<file path="src/rtl/sprom_arbiter.sv">
// Shares one registered-address single-port ROM among NREQ requesters, with burst locking.
// Define SPROM_ARB_RR_EN for round-robin arbitration; otherwise index 0 has fixed highest priority.
module sprom_arbiter #(
  parameter int NREQ = 4,
  parameter int AW   = 10,
  parameter int DW   = 32
) (
  input  logic               clk,
  input  logic               rst,
  input  logic [NREQ-1:0]    req,
  input  logic [NREQ-1:0]    lock,
  input  logic [NREQ*AW-1:0] addr,
  output logic [NREQ-1:0]    gnt,
  output logic [NREQ-1:0]    rvalid,
  output logic [DW-1:0]      rdata,
  output logic [2:0]         owner,
  output logic               locked,
  output logic               rom_ce,
  output logic [AW-1:0]      rom_addr,
  input  logic [DW-1:0]      rom_do
);

  localparam int IW = (NREQ > 2) ? $clog2(NREQ) : 1;

  typedef enum logic {ST_ARB, ST_LOCKED} state_t;

  state_t          state_reg;
  logic [IW-1:0]   owner_reg;
  logic            s1_v_reg;
  logic [IW-1:0]   s1_id_reg;
  logic [NREQ-1:0] rvalid_reg;
  logic [DW-1:0]   rdata_reg;

  logic            win_any;
  logic [IW-1:0]   win_id;
  logic            grant_v;
  logic [IW-1:0]   grant_id;

`ifdef SPROM_ARB_RR_EN
  logic [IW-1:0]   ptr_reg;
  int              idx;

  function automatic logic [IW-1:0] next_idx(input logic [IW-1:0] w);
    return (w == IW'(NREQ - 1)) ? '0 : w + 1'b1;
  endfunction

  // Scan offsets from the far end so the requester nearest the pointer wins.
  always_comb begin
    win_any = 1'b0;
    win_id  = '0;
    idx     = 0;
    for (int k = NREQ - 1; k >= 0; k--) begin
      idx = int'(ptr_reg) + k;
      if (idx >= NREQ) idx = idx - NREQ;
      if (req[idx]) begin
        win_any = 1'b1;
        win_id  = IW'(idx);
      end
    end
  end
`else
  always_comb begin
    win_any = 1'b0;
    win_id  = '0;
    for (int k = NREQ - 1; k >= 0; k--) begin
      if (req[k]) begin
        win_any = 1'b1;
        win_id  = IW'(k);
      end
    end
  end
`endif

  always_comb begin
    grant_v  = 1'b0;
    grant_id = '0;
    if (state_reg == ST_LOCKED) begin
      grant_v  = req[owner_reg];
      grant_id = owner_reg;
    end else begin
      grant_v  = win_any;
      grant_id = win_id;
    end
  end

  assign gnt      = grant_v ? (NREQ'(1) << grant_id) : '0;
  assign rom_ce   = grant_v;
  assign rom_addr = grant_v ? addr[grant_id*AW +: AW] : '0;

  always_ff @(posedge clk) begin
    if (rst) begin
      state_reg  <= ST_ARB;
      owner_reg  <= '0;
      s1_v_reg   <= 1'b0;
      s1_id_reg  <= '0;
      rvalid_reg <= '0;
      rdata_reg  <= '0;
`ifdef SPROM_ARB_RR_EN
      ptr_reg    <= '0;
`endif
    end else begin
      s1_v_reg   <= grant_v;
      s1_id_reg  <= grant_id;
      rvalid_reg <= s1_v_reg ? (NREQ'(1) << s1_id_reg) : '0;
      if (s1_v_reg) rdata_reg <= rom_do;

      case (state_reg)
        ST_ARB: begin
          if (grant_v) begin
`ifdef SPROM_ARB_RR_EN
            ptr_reg <= next_idx(grant_id);
`endif
            if (lock[grant_id]) begin
              state_reg <= ST_LOCKED;
              owner_reg <= grant_id;
            end
          end
        end
        default: begin
          // Dropping lock ends the burst whether or not the owner is requesting.
          if (!lock[owner_reg]) begin
            state_reg <= ST_ARB;
`ifdef SPROM_ARB_RR_EN
            if (req[owner_reg]) ptr_reg <= next_idx(owner_reg);
`endif
          end
        end
      endcase
    end
  end

  assign rvalid = rvalid_reg;
  assign rdata  = rdata_reg;
  assign locked = (state_reg == ST_LOCKED);
  assign owner  = 3'(owner_reg);

endmodule

</file>
<file path="config.mk">
export PLATFORM = sky130hd
export DESIGN_NAME = sprom_arbiter
export DESIGN_NICKNAME = d
export VERILOG_FILES = /design/src/rtl/sprom_arbiter.sv
export SDC_FILE = /design/constraint.sdc
export NUM_CORES = 1
export LEC_CHECK = 0
export CORE_ASPECT_RATIO = 1.5
export CORE_MARGIN = 2
export CORE_UTILIZATION = 41
export CTS_BUF_LIST = sky130_fd_sc_hd__clkbuf_2 sky130_fd_sc_hd__clkbuf_4 sky130_fd_sc_hd__clkbuf_8
export CTS_CLUSTER_SIZE = 30
export DETAILED_ROUTE_END_ITERATION = 8
export PLACE_DENSITY = 0.89
export SLEW_MARGIN = 40
export SYNTH_ARGS = -nofsm -noshare
export SYNTH_HDL_FRONTEND = slang
export SYNTH_SLANG_ARGS = --single-unit
</file>
<file path="constraint.sdc">
create_clock -name clk -period 4.8 [get_ports clk]
set_input_delay 0.96 -clock clk [delete_from_list [all_inputs] [get_ports clk]]
set_output_delay 0.96 -clock clk [all_outputs]
set_load 0.1 [all_outputs]
</file>
==> summary.txt <==
cell with the biggest individual delay on the critical path = sky130_fd_sc_hd__o41ai_4
antenna-violating nets left = 0
cell-internal power = 0.000803 W
Peak supply drop = 0.280 mV
ports placed on the boundary = 137
max-capacitance violation count = 0
XOR/XNOR Fraction of Synth Area = 0%
post-CTS setup-driven buffer insertion count = 0
RD Place Congestion = 0.919
Area Overhead vs Synth = 63.1%
most common cell after layout, fill and taps aside = sky130_fd_sc_hd__clkdlybuf4s50_1
pin count of the biggest net entering global routing = 40
post-CTS sizing = 0
cell area after synthesis = 2150 sq um
commonest cells after routing, fill and taps aside = sky130_fd_sc_hd__clkdlybuf4s50_1 (81), sky130_fd_sc_hd__nand2_1 (47), sky130_fd_sc_hd__nor2_1 (42), sky130_fd_sc_hd__dfxtp_1 (41), sky130_fd_sc_hd__buf_2 (39)
die span in y = 92.7 microns
Setup Skew = 0.00756 ns
post-route DRC violation count = 0
Clock power frac = 17.8%
number of setup violations in the final report = 0
share of the clock period used by the worst path after layout = 83.5%
total via count in the routed design = 2172
final number of hold-violating endpoints = 0
Final Critical Period = 4.01 ns
row count = 32
pwr/cell area = 440 nW/um^2
worst slew slack as a fraction of its limit = 63.0%
area used by multi-input combinational logic = 1170 sq um
Compound-Gate Fraction of Synth Area = 8.90%
count of yosys warnings during synthesis = 0
Post-Syn Area per Cell = 8.71 sq um
number of pins with negative max-slew slack in the final report = 0
buffer type at the clock tree root = sky130_fd_sc_hd__clkbuf_8
Worst-path clk slew = 0.08 ns
required time worst endpoint = 3.84 ns
run status = finished clean
final layout net count = 456
post-synthesis share of cell area spent on full adders, half adders and majority gates = 0%
final-layout fill cell count = 407
portion of netlist area occupied by mux cells = 17.0%
fmax = 250 MHz
unique cell type count in the Yosys netlist = 36
crit path max fanout = 16
first-pass GRT wire length = 10300 microns
half-perimeter wire length after placement = 4750 microns
horizontal extent of the die = 63.1 microns
Initial Util = 42.3%
CTS H-Tree Depth = 2
number of detailed-routing iterations run before antenna repair = 6
hold slack final = 0.465 ns
core region area = 5080 sq um
Tightest Pin Transition = 0.556 ns
net load switching power = 0.000740 W
GRT Overall Usage = 21.8%
die footprint = 5850 sq um
number of buffers created by CTS = 5
latest clock arrival within the worst-skew pair = 0.29 ns
DRC violation total after the first TritonRoute iteration = 48
sequential share of power = 27.0%
Comb power frac = 55.2%
Register Area = 845 sq um
remaining global-route overflow = 0
critical path data arrival time = 3.05 ns
unrepaired setup endpoints after global routing = false
number of instances in the synthesized netlist = 247
fraction of layout cells with a size suffix above 1 = 21.6%
post-synth top area cell = sky130_fd_sc_hd__dfxtp_1
largest family of logic cells by synthesized area = simple AND/OR/NAND/NOR gates
Clock Path Buffers = 2
proportion of synthesized chip area in sequential cells = 39.1%
quantity of hold-fixing buffers added after cts = 0
path class of the lowest-slack min-delay path = reg -> reg
Finished Cell Area = 3510 sq um
Sw Ratio = 48.0%
syn nets = 329
list of cells traversed by the critical path = clkdlybuf4s50_1 > o41ai_4 > buf_4 > nand2_1 > nand3_1 > and3_1 > buf_12
max FFs per register = 32
initial antenna violation count = 0
fraction of the core area covered by cells at the end of the flow = 69.0%
clock net sink count = 42
FF+latch count, synth = 42
type of element launching the critical path = primary input
maximum cell stage delay along the critical path = 0.64 ns
kind of end point of the critical path = output port
vias per cell = 4.90
per-cell routed wire length = 13.6 microns
critical path type = in -> out
count of inserted antenna diode cells = 0
dpl cell area = 3390 sq um
cell leakage power = 1.60 nW
area share of the leading cell type in the synthesized netlist = 39.1%
TritonCTS clock tree = yes
pre-CTS setup slack = 0.789 ns
summed negative setup slack over all endpoints = 0 ns
via count of the first global-routing pass = 2241
number of port buffers = 135
dominant cells by area after synthesis = sky130_fd_sc_hd__dfxtp_1 (39%), sky130_fd_sc_hd__mux2i_1 (15%), sky130_fd_sc_hd__nand2_1 (8.2%)
basic-gate share of the synthesized area counting and, or, nand and nor cells = 28.3%
final worst slack = 0.794 ns
Final Routed Wirelength = 6010 microns
final timing paths:
| check | startpoint | end | slack [ns] | cells after the start |
|---|---|---|---|---|
| worst max-delay path | req[0] | rom_addr[5] | 0.79 | 7 |
| worst min register to register | s1_id_reg[1] | rvalid[2] | 0.46 | 2 |
| worst max register to register | locked | locked | 2.96 | 5 |
| worst min-delay path | s1_id_reg[1] | rvalid[2] | 0.46 | 2 |
power by group through the flow:
stage	combinational [W]	sequential [W]	clock (W)
6_report	0.000852	0.000417	0.000275
3_5_place_dp	0.000854	0.000425	0
4_1_cts	0.000856	0.000416	0.000283
3_3_place_gp	0.000872	0.000423	0
2_1_floorplan	0.000429	0.000600	0
5_1_grt	0.000886	0.000422	0.000301
routing by layer:
layer | global-route usage (%) | vias to the layer above | wire length, microns
met5 | 0 | - | 0
met3 | 6.44 | 4 | 507
met1 | 22.5 | 986 | 2260
li1 | - | 1085 | -
met4 | 8.15 | 0 | 64
met2 | 40.8 | 97 | 3180
worst max-delay path: cells and delay by family:
kind,cells,cell delay [ns]
AOI/OAI and AO/OA,1,0.64
buffers and inverters,3,1.06
and+or+nand+nor,3,0.37
kinds of logic (layout without fill, tap and decap cells):
kind of cell	after synthesis	after routing
AO/OA/AOI/OAI	18	18
other	1	1
AND/OR/NAND/NOR	133	133
buffers and inverters	19	147
multiplexers	34	34
flip-flops	42	42
synth_stat cells, drive strengths merged:
cell type  count
clkbuf         5
buf           13
mux4           2
a211o          1
and3b          1
inv            1
and3          11
nand2         48
o221ai         1
nor3b          1
o21ai          4
o41a           1
a21oi          4
dfxtp         42
o41ai          1
conb           1
and2b          1
and4bb         1
nand3         20
nor2b          5
mux2i         32
o31ai          1
nand2b         1
or3            1
a21o           2
a211oi         2
nor2          43
o311a          1
per-stage QoR:
stage | cells | power [W]
2_1_floorplan | 247 | 0.00103
5_1_grt | 443 | 0.00161
4_1_cts | 443 | 0.00156
6_report | 443 | 0.00154
3_5_place_dp | 435 | 0.00128
3_3_place_gp | 435 | 0.00130
layout make-up:
type | count | area share [%]
timing repair buffer | 138 | 36.8
tap | 68 | 2.43
clock buffer | 5 | 1.96
inverter | 1 | 0.107
sequential | 42 | 24.1
clock inverter | 3 | 1.25
multi-input combinational | 186 | 33.4
No activity file was read; power rests on OpenSTA's default activity.
